--- config.mk ---
export PLATFORM = sky130hd
export DESIGN_NAME = tdc_rx_deser
export DESIGN_NICKNAME = d
export VERILOG_FILES = /design/src/rtl/tdc_rx_pkg.sv /design/src/rtl/tdc_rx_fifo.sv /design/src/rtl/tdc_rx_deser.sv
export SDC_FILE = /design/constraint.sdc
export NUM_CORES = 1
export LEC_CHECK = 0
export ABC_AREA = 1
export CORE_ASPECT_RATIO = 0.7
export CORE_MARGIN = 4
export CORE_UTILIZATION = 30
export CTS_BUF_LIST = sky130_fd_sc_hd__clkbuf_8
export DETAILED_ROUTE_END_ITERATION = 6
export RECOVER_POWER = 25
export SYNTH_ARGS = -nofsm -noshare
export SYNTH_HDL_FRONTEND = slang
export SYNTH_HIERARCHICAL = 1
export SYNTH_SLANG_ARGS = --single-unit
export TNS_END_PERCENT = 30
--- constraint.sdc ---
create_clock -name BUS_CLK -period 3.63 [get_ports BUS_CLK]
set_input_delay 1.089 -clock BUS_CLK [delete_from_list [all_inputs] [get_ports BUS_CLK]]
set_output_delay 1.089 -clock BUS_CLK [all_outputs]
set_load 0.02 [all_outputs]
--- src/rtl/tdc_rx_pkg.sv ---
// Frame constants, receiver state encoding and output word layout shared by
// the TDC serial receiver and tdc_fw_core.
package tdc_rx_pkg;

    localparam int PAYLOAD_W = 24;
    localparam int ID_W      = 8;
    localparam int WORD_W    = ID_W + PAYLOAD_W;
    localparam int BIT_CNT_W = 5;

    typedef enum logic [1:0] {
        ST_IDLE   = 2'd0,
        ST_SHIFT  = 2'd1,
        ST_PARITY = 2'd2,
        ST_STOP   = 2'd3
    } rx_state_t;

    typedef struct packed {
        logic [ID_W-1:0]      id;
        logic [PAYLOAD_W-1:0] payload;
    } rx_word_t;

    function automatic logic [7:0] sat_inc8(input logic [7:0] v);
        return (v == 8'hFF) ? v : v + 8'd1;
    endfunction

endpackage

--- src/rtl/tdc_rx_fifo.sv ---
// Synchronous first-word-fall-through FIFO with a registered head word and
// count-based full/empty; reports words dropped on a push into a full buffer.
module tdc_rx_fifo #(
    parameter int DEPTH = 8,
    parameter int W     = 32
) (
    input  logic         i_clk,
    input  logic         i_rst,
    input  logic         i_push,
    input  logic [W-1:0] i_wdata,
    input  logic         i_pop,
    output logic         o_empty,
    output logic [W-1:0] o_rdata,
    output logic         o_drop
);

    localparam int AW = $clog2(DEPTH);
    localparam int CW = AW + 1;

    logic [W-1:0]  r_mem [DEPTH];
    logic [AW-1:0] r_wr_ptr, r_rd_ptr;
    logic [CW-1:0] r_count;
    logic          r_empty;
    logic [W-1:0]  r_head;

    logic          w_pop, w_wr, w_bypass;
    logic [AW-1:0] w_rd_nxt;
    logic [CW-1:0] w_cnt_nxt;
    logic [W-1:0]  w_head_nxt;

    assign w_pop     = i_pop && (r_count != '0);
    // A full FIFO still accepts a push when the head is leaving this cycle.
    assign w_wr      = i_push && ((r_count != CW'(DEPTH)) || w_pop);
    assign o_drop    = i_push && !w_wr;
    assign w_rd_nxt  = w_pop ? r_rd_ptr + AW'(1) : r_rd_ptr;
    assign w_cnt_nxt = r_count + CW'(w_wr) - CW'(w_pop);
    // The incoming word becomes the head directly when nothing else remains.
    assign w_bypass   = w_wr && ((r_count - CW'(w_pop)) == '0);
    assign w_head_nxt = w_bypass ? i_wdata : r_mem[w_rd_nxt];

    always_ff @(posedge i_clk) begin
        if (w_wr)
            r_mem[r_wr_ptr] <= i_wdata;
    end

    always_ff @(posedge i_clk or posedge i_rst) begin
        if (i_rst) begin
            r_wr_ptr <= '0;
            r_rd_ptr <= '0;
            r_count  <= '0;
            r_empty  <= 1'b1;
            r_head   <= '0;
        end else begin
            if (w_wr)
                r_wr_ptr <= r_wr_ptr + AW'(1);
            r_rd_ptr <= w_rd_nxt;
            r_count  <= w_cnt_nxt;
            r_empty  <= (w_cnt_nxt == '0);
            if (w_cnt_nxt != '0)
                r_head <= w_head_nxt;
        end
    end

    assign o_empty = r_empty;
    assign o_rdata = r_head;

endmodule

--- src/rtl/tdc_rx_deser.sv ---
// Serial frame receiver for the tdc_top DATA_OUT line: deserialises 24-bit
// payloads into {IDENTIFIER, payload} words buffered in a FWFT FIFO.
// Optional even-parity bit enabled by defining TDC_RX_PARITY_EN.
module tdc_rx_deser
    import tdc_rx_pkg::*;
#(
    parameter int              FIFO_DEPTH = 8,
    parameter logic [ID_W-1:0] IDENTIFIER = 8'h01
) (
    input  logic              BUS_CLK,
    input  logic              BUS_RST,
    input  logic              ENABLE,
    input  logic              RX_CE,
    input  logic              RX_DATA,
    input  logic              FIFO_READ,
    output logic              FIFO_EMPTY,
    output logic [WORD_W-1:0] FIFO_DATA,
    output logic [7:0]        LOST_COUNT,
    output logic [7:0]        ERR_COUNT,
    input  logic              CLEAR_COUNTERS
);

    rx_state_t             r_state, w_state_nxt;
    logic [PAYLOAD_W-1:0]  r_shreg;
    logic [BIT_CNT_W-1:0]  r_bit_cnt;
    logic [7:0]            r_lost, r_err;

    logic     w_strobe, w_last_bit, w_start, w_shift, w_push, w_err, w_drop;
    rx_word_t w_word;

    assign w_strobe   = ENABLE && RX_CE;
    assign w_last_bit = (r_bit_cnt == BIT_CNT_W'(PAYLOAD_W - 1));

    always_ff @(posedge BUS_CLK or posedge BUS_RST) begin
        if (BUS_RST)
            r_state <= ST_IDLE;
        else
            r_state <= w_state_nxt;
    end

    always_comb begin
        w_state_nxt = r_state;
        if (!ENABLE) begin
            w_state_nxt = ST_IDLE;
        end else if (RX_CE) begin
            case (r_state)
                ST_IDLE:  if (RX_DATA) w_state_nxt = ST_SHIFT;
`ifdef TDC_RX_PARITY_EN
                ST_SHIFT: if (w_last_bit) w_state_nxt = ST_PARITY;
                ST_PARITY: w_state_nxt = (RX_DATA == ^r_shreg) ? ST_STOP : ST_IDLE;
`else
                ST_SHIFT: if (w_last_bit) w_state_nxt = ST_STOP;
`endif
                ST_STOP:  w_state_nxt = ST_IDLE;
                default:  w_state_nxt = ST_IDLE;
            endcase
        end
    end

    always_comb begin
        w_start = w_strobe && (r_state == ST_IDLE) && RX_DATA;
        w_shift = w_strobe && (r_state == ST_SHIFT);
        w_push  = w_strobe && (r_state == ST_STOP) && !RX_DATA;
        w_err   = w_strobe && (r_state == ST_STOP) && RX_DATA;
`ifdef TDC_RX_PARITY_EN
        if (w_strobe && (r_state == ST_PARITY) && (RX_DATA != ^r_shreg))
            w_err = 1'b1;
`endif
    end

    always_ff @(posedge BUS_CLK or posedge BUS_RST) begin
        if (BUS_RST) begin
            r_shreg   <= '0;
            r_bit_cnt <= '0;
        end else if (!ENABLE || w_start) begin
            r_bit_cnt <= '0;
        end else if (w_shift) begin
            r_shreg   <= {r_shreg[PAYLOAD_W-2:0], RX_DATA};
            r_bit_cnt <= r_bit_cnt + BIT_CNT_W'(1);
        end
    end

    assign w_word = '{id: IDENTIFIER, payload: r_shreg};

    tdc_rx_fifo #(
        .DEPTH (FIFO_DEPTH),
        .W     (WORD_W)
    ) u_fifo (
        .i_clk   (BUS_CLK),
        .i_rst   (BUS_RST),
        .i_push  (w_push),
        .i_wdata (w_word),
        .i_pop   (FIFO_READ),
        .o_empty (FIFO_EMPTY),
        .o_rdata (FIFO_DATA),
        .o_drop  (w_drop)
    );

    // Clear takes priority so a clear coinciding with an event still reads 0.
    always_ff @(posedge BUS_CLK or posedge BUS_RST) begin
        if (BUS_RST) begin
            r_lost <= '0;
            r_err  <= '0;
        end else if (CLEAR_COUNTERS) begin
            r_lost <= '0;
            r_err  <= '0;
        end else begin
            if (w_drop) r_lost <= sat_inc8(r_lost);
            if (w_err)  r_err  <= sat_inc8(r_err);
        end
    end

    assign LOST_COUNT = r_lost;
    assign ERR_COUNT  = r_err;

endmodule

==> reports/summary.txt, run 1 <==
WL per Instance: 17.01 um
CTS resizes: 0
Hold EP: u_fifo/r_wr_ptr[0]
CP arrival: 3.89 ns
Netlist cell types: 38
Iter 0 DRT Violations: 1011
largest net degree at the start of global routing: 88
maxcap violations: 0
R2R depth: 19
synthesis-to-layout area growth: 19.96%
Post-CTS Setup Bufs: 0
clock latency at the later pin of the worst-skew pair: 0.60 ns
remaining global-route overflow: 0
Power Density: 731.5 nW/um^2
kind of critical path: in2reg
cell leakage power: 8.107 nW
Synth Instances: 1555
GPL Wtd Cong: 0.8169
fillers: 5089
hold path depth: 2
Layout Skew: 0.05409 ns
hold path start: u_fifo/r_wr_ptr[0]
first-pass GRT wire length: 64550 um
Chip Width: 279.6 um
# port buffers: 55
cts hold-fix bufs: 0
post-synthesis sequential area ratio: 64.17%
outcome: finished, final reports clean
Max Fclk: 293.7 MHz
unrepaired setup endpoints after global routing: no
critical-path cell list: clkdlybuf4s50_1, nor3_2, buf_4, nand2_2, ha_1, inv_1, ha_1, inv_1, fa_1, xor2_1, nor2_1, nand2_1, nor2_4, inv_2, buf_12, nor2_1, a21oi_1
clk buf depth: 3
first drt pass iteration count: 5
WL final: 41350 um
Residual DRC: 0
Final min period: 3.405 ns
Hold Path Class: reg2reg
TritonCTS Buffers: 50
worst hold margin: 0.5447 ns
Die Ht: 198.1 um
r2r setup slk: 0.54 ns
startpoint types: primary input
GRT Util Overall: 14.91%
vias in the first global route: 11260
pin slew with the least headroom to its limit: 0.9237 ns
diode count: 0
num ports: 56
CTS sink count: 346
max incr delay on CP: 0.44 ns
row cnt: 69
Final #Nets: 1738
Total Die Area: 55400 um^2
slew margin rel.: 38.33%
FF-to-FF End: u_fifo/o_rdata[18]
Ys Warns: 6
Placed Area: 17580 um^2
Core Area: 50940 um^2
final antenna-violating net count: 0
CP required: 4.12 ns
post-DP HPWL: 24910 um
H-Tree Level Count: 2
initial antenna violation count: 0
initial core utilization: 30.42%
final slew viol count: 0
Via density: 4.642
Fin. Hold Viols: 0
Reg clk slew, reported paths: 0.06 ns
CTS tree: done
crit path capture type: flip-flop
Peak VDD IR: 0.0004096 V
Mean Syn Cell Area: 9.963 um^2
Max Fanout on Critical Path: 17
post-route cell area: 18580 um^2
critical path's slowest cell: clkdlybuf4s50_1
Final setup viols: 0
fin util: 36.48%
Root Driver: clkbuf_8
period utilization: 93.80%
register bit count reported by yosys: 346
synthesized cell area: 15490 um^2
share of cells above drive strength 1: 9.960%
reg2reg start: u_fifo/r_count[3]
Via Count: 11290
state kept, by name (all words and copies together) (netlist names):
signal / cells
u_fifo/r_mem: 256
u_fifo/o_rdata: 32
r_shreg: 24
ERR_COUNT: 8
LOST_COUNT: 8
r_bit_cnt: 5
u_fifo/r_count: 4
u_fifo/r_rd_ptr: 3
u_fifo/r_wr_ptr: 3
r_state: 2
u_fifo/o_empty: 1
per-layer routing:
| metal | routed length (um) | global-route usage (%) |
|---|---|---|
| met2 | 17990 | 22.66 |
| met4 | 745 | 3.658 |
| met3 | 2768 | 2.852 |
| met1 | 19840 | 22.05 |
| met5 | 0 | 0 |
stage by stage:
| step | setup slack (ns) | setup TNS [ns] | power [W] | instances |
|---|---|---|---|---|
| global placement | -0.4870 | -15.28 | 0.01043 | 2339 |
| finish | 0.2251 | 0 | 0.01359 | 2431 |
| floorplan | -0.008175 | -1.103 | 0.008329 | 1625 |
| detailed placement | -0.5640 | -17.02 | 0.01056 | 2339 |
| global route | 0.05095 | 0 | 0.01440 | 2431 |
| CTS | 0.09933 | 0 | 0.01367 | 2431 |
placed cells by master (no fill, tap or decap), types with 8 or more instances in the layout:
cell             count
nand3_1            359
inv_1              307
edfxtp_1           256
nand2_1            252
dfrtp_1             89
conb_1              72
a21oi_1             65
nor2_1              62
clkbuf_8            60
clkdlybuf4s50_1     52
buf_4               36
o21ai_0             26
buf_12              23
o21ai_2             13
ha_1                13
nor2_4               9
inv_2                8
how the worst max path moves through the flow:
| stage | from | endpoint | slack (ns) |
|---|---|---|---|
| 2_1_floorplan | RX_CE | u_fifo/r_mem[0][0] | -0.008 |
| 3_3_place_gp | RX_CE | u_fifo/o_rdata[1] | -0.49 |
| 3_5_place_dp | RX_CE | u_fifo/o_rdata[2] | -0.56 |
| 4_1_cts | RX_CE | u_fifo/o_rdata[2] | 0.1 |
| 5_1_grt | RX_DATA | u_fifo/o_rdata[18] | 0.05 |
| 6_report | RX_DATA | u_fifo/o_rdata[18] | 0.23 |
critical path, delay by kind of cell:
kind                     cells  cell delay (ns)
adder cells (fa/ha/maj)      3             0.84
buffers and inverters        6             0.99
AND/OR/NAND/NOR              6             0.74
XOR/XNOR                     1             0.18
AO/OA/AOI/OAI                1             0.06
report_power, final:
group          internal (W)  switching, W  total (W)
combinational       0.00187       0.00320    0.00508
clock               0.00157       0.00153    0.00310
sequential          0.00484      0.000576    0.00542
total               0.00829       0.00531     0.0136
cells in the mapped netlist, drive strengths merged:
| master | instances | area (um^2) |
|---|---|---|
| nand3b | 1 | 7.510 |
| buf | 62 | 339.1 |
| or2 | 3 | 18.77 |
| inv | 289 | 1085 |
| edfxtp | 256 | 7687 |
| ha | 13 | 162.7 |
| clkbuf | 13 | 50.04 |
| o2111ai | 1 | 8.760 |
| nand3 | 361 | 1817 |
| dfrtp | 89 | 2227 |
| nand4 | 7 | 43.79 |
| nand2 | 261 | 1005 |
| conb | 2 | 7.510 |
| a31oi | 1 | 6.260 |
| xor2 | 3 | 26.28 |
| xnor2 | 1 | 8.760 |
| a22oi | 1 | 7.510 |
| o21ai | 42 | 262.8 |
| nor3 | 3 | 26.28 |
| nor2 | 74 | 287.8 |
| and2 | 1 | 6.260 |
| a21oi | 65 | 325.3 |
| fa | 1 | 20.02 |
| o21bai | 3 | 22.52 |
| dfstp | 1 | 26.28 |
| a21o | 1 | 7.510 |
logic make-up after synthesis:
family	synth area share [%]
DFF	64.17
adders and majority gates	1.179
other	0.04848
xor gates and xnor gates	0.2262
buffers and inverters	9.514
and+or+nand+nor	20.73
AOI/OAI and AO/OA	4.135
layout make-up:
type | count | area, um^2 | area share, %
multi-input cells | 915 | 4425 | 23.81
inverters | 289 | 1085 | 5.837
clock buffers | 60 | 825.8 | 4.444
repair buffers | 115 | 1300 | 6.995
flip-flops and latches | 346 | 9941 | 53.49
clock inverters | 32 | 163.9 | 0.8820
well taps | 674 | 843.3 | 4.538
Note: power is estimated with default switching activity, not from simulation.
==> run 2: changes to the inputs <==
Settings changed: CORE_UTILIZATION 30 to 50, PLACE_DENSITY set to 0.67, SLEW_MARGIN set to 20.
==> reports/summary.txt, run 2 (synthesis results as in run 1) <==
CP arrival: 3.97 ns (+0.08 ns)
initial core utilization: 51.12% (+21 points)
Max Fanout on Critical Path: 29 (+12)
hold path start: u_fifo/o_rdata[7]
Final WS setup: 0.1287 ns (-0.09644 ns)
clk buf depth: 3 (unchanged)
cell leakage power: 8.101 nW (about the same)
pin slew with the least headroom to its limit: 0.6551 ns (-0.2686 ns)
most common cell after layout, fill and taps aside: nand3_1
Placed Area: 17260 um^2 (-1.8%)
Power Density: 731.8 nW/um^2 (about the same)
TritonCTS Buffers: 53 (+6.0%)
kind of critical path: in2reg
period utilization: 96.45% (+2.7 points)
CP required: 4.10 ns (-0.02 ns)
final antenna-violating net count: 0 (unchanged)
Largest register FFs: 256 (unchanged)
Iter 0 DRT Violations: 907 (-10%)
crit path capture type: flip-flop
fillers: 2573 (-49%)
CTS sink count: 346 (unchanged)
Root Driver: clkbuf_8
final slew viol count: 0 (unchanged)
Setup crit start: RX_CE
WL final: 38770 um (-6.2%)
cts hold-fix bufs: 0 (unchanged)
pre-CTS setup slack: -0.5616 ns (+0.002415 ns)
synthesis-to-layout area growth: 18.53%
first-pass GRT wire length: 61090 um (-5.4%)
outcome: finished, final reports clean
first drt pass iteration count: 5 (unchanged)
H-Tree Level Count: 2 (unchanged)
num ports: 56 (unchanged)
Final setup viols: 0 (unchanged)
# port buffers: 55 (unchanged)
startpoint types: primary input
Max Fclk: 285.6 MHz (-2.8%)
remaining global-route overflow: 0 (unchanged)
post-route cell area: 18360 um^2 (-1.2%)
Hold Path Class: reg2reg
vias in the first global route: 10960 (-2.6%)
slew margin rel.: 56.27% (+18 points)
R2R depth: 20 (+1)
share of cells above drive strength 1: 10.17% (+0.21 points)
Via Count: 11210 (-0.68%)
Final Non-Filler Cells: 2172 (-11%)
largest register by flop count: u_fifo/r_mem
initial antenna violation count: 0 (unchanged)
GPL Wtd Cong: 0.7840 (-4.0%)
maxcap violations: 0 (unchanged)
Final min period: 3.501 ns (+0.09644 ns)
WL per Instance: 17.85 um (+4.9%)
hold path depth: 2 (unchanged)
largest net degree at the start of global routing: 88 (unchanged)
reg2reg start: u_fifo/r_count[2]
placed insts: 2072 (-11%)
Final #Nets: 1738 (unchanged)
post-DP HPWL: 22080 um (-11%)
Residual DRC: 0 (unchanged)
fin util: 60.59% (+24 points)
GRT Util Overall: 23.08% (+8.2 points)
row cnt: 53 (-23%)
Layout Skew: 0.01325 ns (-0.04083 ns)
Chip Width: 218.4 um (-22%)
Reg clk slew, reported paths: 0.06 ns (about the same)
diode count: 0 (unchanged)
setup_tns: 0 ns (unchanged)
CTS tree: done
Via density: 5.160 (+11%)
Fin. Hold Viols: 0 (unchanged)
Die Ht: 155.3 um (-22%)
unrepaired setup endpoints after global routing: yes
Total Die Area: 33910 um^2 (-39%)
Core Area: 30310 um^2 (-41%)
highest-count cells in the layout ignoring fill and taps: nand3_1 (359), inv_1 (303), edfxtp_1 (256), nand2_1 (252), dfrtp_1 (89)
Peak VDD IR: 0.0004949 V (+21%)
clock latency at the later pin of the worst-skew pair: 0.58 ns (-0.02 ns)
-- run 2: cell count changes in the layout (fill, tap and decap cells not counted), sizes merged --
| cell | delta |
|---|---|
| clkbuf | +8 |
| buf | -4 |
| bufinv | -1 |
| inv | -4 |
| dlymetal6s2s | -2 |
| clkdlybuf4s50 | +2 |
| clkinv | +4 |
-- run 2: worst paths after layout --
path / endpoint / slack [ns]
min: u_fifo/o_rdata[7] / 0.51
max in group asynchronous: u_fifo/o_rdata[18] / 1.97
max: u_fifo/o_rdata[1] / 0.13
max reg2reg: u_fifo/o_rdata[1] / 0.54
min in group asynchronous: u_fifo/o_rdata[24] / 0.86
min reg2reg: u_fifo/o_rdata[7] / 0.51
-- run 2: cell type report --
class	instances	area, um^2	share of cell area [%]
Clock buffer	67	922.1	5.022
Multi-Input combinational cell	915	4438	24.17
Inverter	289	1085	5.908
Clock inverter	31	121.4	0.6609
Timing Repair Buffer	112	1340	7.298
Tap cell	412	515.5	2.807
Sequential cell	346	9941	54.14
-- run 2: stage by stage --
step / hold WS [ns] / total power (W)
3_3_place_gp: 0.5051 / 0.01015
5_1_grt: 0.5468 / 0.01424
6_report: 0.5120 / 0.01344
4_1_cts: 0.5093 / 0.01341
2_1_floorplan: 0.4926 / 0.008329
3_5_place_dp: 0.4820 / 0.01027
-- run 2: what timing repair did --
item                                    in CTS  in global routing
gates resized for setup                      0                  5
endpoints found under the hold margin        0                  0
setup buffers                                0                  1
endpoints found under the setup margin       0                 32
-- run 2: critical path: stages --
cell	delay [ns]
clkdlybuf4s50_1	0.49
nand2_2	0.07
nor3_2	0.15
buf_4	0.14
nand2_2	0.06
ha_1	0.30
inv_1	0.06
ha_1	0.16
inv_1	0.06
fa_1	0.40
xor2_1	0.18
nor2_1	0.08
nand2_1	0.08
nor2_4	0.11
buf_12	0.14
inv_2	0.05
buf_12	0.17
nor2_1	0.13
a21oi_1	0.06
-- run 2: report_power, final --
part / switching [W] / leakage (nW) / total (W) / internal, W
sequential: 0.000499 / 3.45 / 0.00535 / 0.00485
combinational: 0.00314 / 4.04 / 0.00497 / 0.00182
clock: 0.00148 / 0.614 / 0.00313 / 0.00165
total: 0.00512 / 8.10 / 0.0134 / 0.00832
-- run 2: routing by layer --
layer	track usage, %	wire, um	up-vias
met5	0	0	-
met4	5.895	643	0
li1	-	-	5399
met1	33.38	17300	5330
met3	3.788	2900	57
met2	36.93	17930	422
==> run 3: changes to the inputs <==
Settings changed: CORE_MARGIN 4 to 5.
==> reports/summary.txt, run 3 (synthesis results as in run 1) <==
outcome: finished, final reports clean
Layout Skew: 0.02176 ns (+0.008509 ns)
share of cells above drive strength 1: 10.80% (+0.63 points)
most common cell after layout, fill and taps aside: nand3_1
Chip Width: 220.4 um (+0.92%)
critical-path cell list: clkdlybuf4s50_1, nand2_2, nor3_2, buf_4, nand2_2, ha_1, inv_1, ha_1, inv_1, fa_1, xor2_1, nor2_1, nand2_1, nor2_4, buf_6, clkbuf_16, a21oi_1, a21oi_1
max incr delay on CP: 0.49 ns (about the same)
Largest register FFs: 256 (unchanged)
diode count: 0 (unchanged)
Hold Path Class: reg2reg
Final WS setup: 0.1511 ns (+0.02240 ns)
Final #Nets: 1736 (-0.12%)
CP arrival: 3.99 ns (+0.02 ns)
GPL Wtd Cong: 0.8075 (+3.0%)
GRT Util Overall: 22.88% (-0.20 points)
CTS tree: done
Core Area: 30310 um^2 (unchanged)
final slew viol count: 0 (unchanged)
Max Fclk: 287.4 MHz (+0.64%)
critical path's slowest cell: clkdlybuf4s50_1
cell leakage power: 8.093 nW (-0.11%)
Crit path max-delay family: buffers and inverters
TritonCTS Buffers: 52 (-1.9%)
H-Tree Level Count: 2 (unchanged)
Root Driver: clkbuf_8
Max Fanout on Critical Path: 14 (-52%)
first-pass GRT wire length: 61390 um (+0.50%)
synthesis-to-layout area growth: 18.32%
fillers: 2543 (-1.2%)
num ports: 56 (unchanged)
total power: 0.01360 W (+1.2%)
Via density: 5.234 (+1.4%)
Peak VDD IR: 0.0004173 V (-16%)
WL final: 39290 um (+1.3%)
CP required: 4.14 ns (+0.04 ns)
Total Die Area: 34660 um^2 (+2.2%)
CTS sink count: 346 (unchanged)
kind of critical path: in2reg
Worst Path Buf+Inv: 6 (-1)
# port buffers: 55 (unchanged)
initial antenna violation count: 0 (unchanged)
Die Ht: 157.3 um (+1.3%)
setup_tns: 0 ns (unchanged)
period utilization: 95.84% (-0.62 points)
pre-CTS setup slack: -0.4227 ns (+0.1389 ns)
slew margin rel.: 49.62% (-6.6 points)
first drt pass iteration count: 5 (unchanged)
Fin. Hold Viols: 0 (unchanged)
final antenna-violating net count: 0 (unchanged)
row cnt: 53 (unchanged)
clk buf depth: 3 (unchanged)
WL per Instance: 18.10 um (+1.4%)
Final min period: 3.479 ns (-0.02240 ns)
initial core utilization: 51.12% (unchanged)
Final setup viols: 0 (unchanged)
startpoint types: primary input
unrepaired setup endpoints after global routing: yes
Power Density: 742.1 nW/um^2 (+1.4%)
vias in the first global route: 10990 (+0.23%)
Placed Area: 17160 um^2 (-0.57%)
Iter 0 DRT Violations: 901 (-0.66%)
largest register by flop count: u_fifo/r_mem
Via Count: 11360 (+1.4%)
largest net degree at the start of global routing: 88 (unchanged)
Reg clk slew, reported paths: 0.07 ns (about the same)
highest-count cells in the layout ignoring fill and taps: nand3_1 (359), inv_1 (299), edfxtp_1 (256), nand2_1 (252), dfrtp_1 (89)
clock latency at the later pin of the worst-skew pair: 0.60 ns (+0.02 ns)
post-DP HPWL: 22440 um (+1.6%)
post-route cell area: 18330 um^2 (-0.17%)
Residual DRC: 0 (unchanged)
remaining global-route overflow: 0 (unchanged)
crit path capture type: flip-flop
pin slew with the least headroom to its limit: 0.7546 ns (+0.09951 ns)
maxcap violations: 0 (unchanged)
==> run 3: changes by cell type in the layout (fill, tap and decap cells not counted) <==
| cell | delta |
|---|---|
| clkinv_1 | -5 |
| inv_1 | -4 |
| nor2_2 | +3 |
| nor2_1 | -3 |
| buf_12 | -7 |
| clkbuf_8 | +3 |
| clkdlybuf4s50_1 | +1 |
| buf_4 | +5 |
| clkinv_2 | +5 |
| inv_6 | +1 |
| dlymetal6s2s_1 | -1 |
| clkbuf_16 | +1 |
==> run 3: worst register-to-register path: stages, from the launching register on <==
cell and delay [ns]:
dfrtp_1 0.36, inv_1 0.10, ha_1 0.23, nand2_2 0.13, nand2_4 0.06, nand3_1 0.12, nand2_2 0.07, ha_1 0.28
inv_1 0.05, ha_1 0.16, inv_1 0.06, fa_1 0.39, xor2_1 0.18, nor2_1 0.10, nand2_1 0.09, nor2_4 0.16
buf_6 0.15, clkbuf_16 0.18, a21oi_1 0.06, a21oi_1 0.15
==> run 3: area by class of cell <==
| cell class | count | area, um^2 | area share [%] |
|---|---|---|---|
| tap | 412 | 515.5 | 2.812 |
| sequential | 346 | 9941 | 54.23 |
| clock buffer | 70 | 963.4 | 5.256 |
| timing repair buffer | 111 | 1260 | 6.873 |
| clock inverter | 28 | 121.4 | 0.6621 |
| multi-input combinational | 915 | 4446 | 24.25 |
| inverter | 289 | 1085 | 5.918 |
==> run 3: per-stage QoR <==
step                      hold slack, ns  util, %  instances
after detailed placement          0.5084    56.62       2069
final                             0.5279    60.49       2171
after global placement            0.5121    56.62       2069
after global routing              0.5550    60.49       2171
after floorplan                   0.4926        -       1625
after CTS                         0.5309    60.20       2167
==> run 3: where the power goes <==
part | internal (W) | leakage (nW) | switching (W)
clock network | 0.00172 | 0.630 | 0.00151
registers | 0.00485 | 3.45 | 0.000526
logic | 0.00184 | 4.02 | 0.00316
total | 0.00840 | 8.09 | 0.00520
==> run 3: what timing repair did <==
action / CTS / global route
endpoints found under the setup margin: 0 / 6
hold buffers: 0 / 0
gates resized for setup: 0 / 7
buffers inserted: 0 / 2
==> run 3: path summary, 6_finish.rpt <==
kind | startpoint | end | slack (ns) | cells after the start
setup / recovery | RX_CE | u_fifo/o_rdata[26] | 0.15 | 18
hold / removal | u_fifo/o_rdata[24] | u_fifo/o_rdata[24] | 0.53 | 2
setup reg to reg | u_fifo/r_count[2] | u_fifo/o_rdata[26] | 0.47 | 19
hold reg to reg | u_fifo/o_rdata[24] | u_fifo/o_rdata[24] | 0.53 | 2
max in group asynchronous | BUS_RST | u_fifo/o_rdata[3] | 1.86 | 3
min in group asynchronous | BUS_RST | r_state[1] | 0.93 | 2
==> run 3: routing by layer <==
metal / vias to the layer above / share of wire [%] / global-route usage [%]
li1: 5382 / - / -
met2: 431 / 45 / 35.10
met4: 0 / 2.4 / 6.623
met1: 5468 / 44 / 33.87
met5: - / 0 / 0
met3: 81 / 8.3 / 4.057
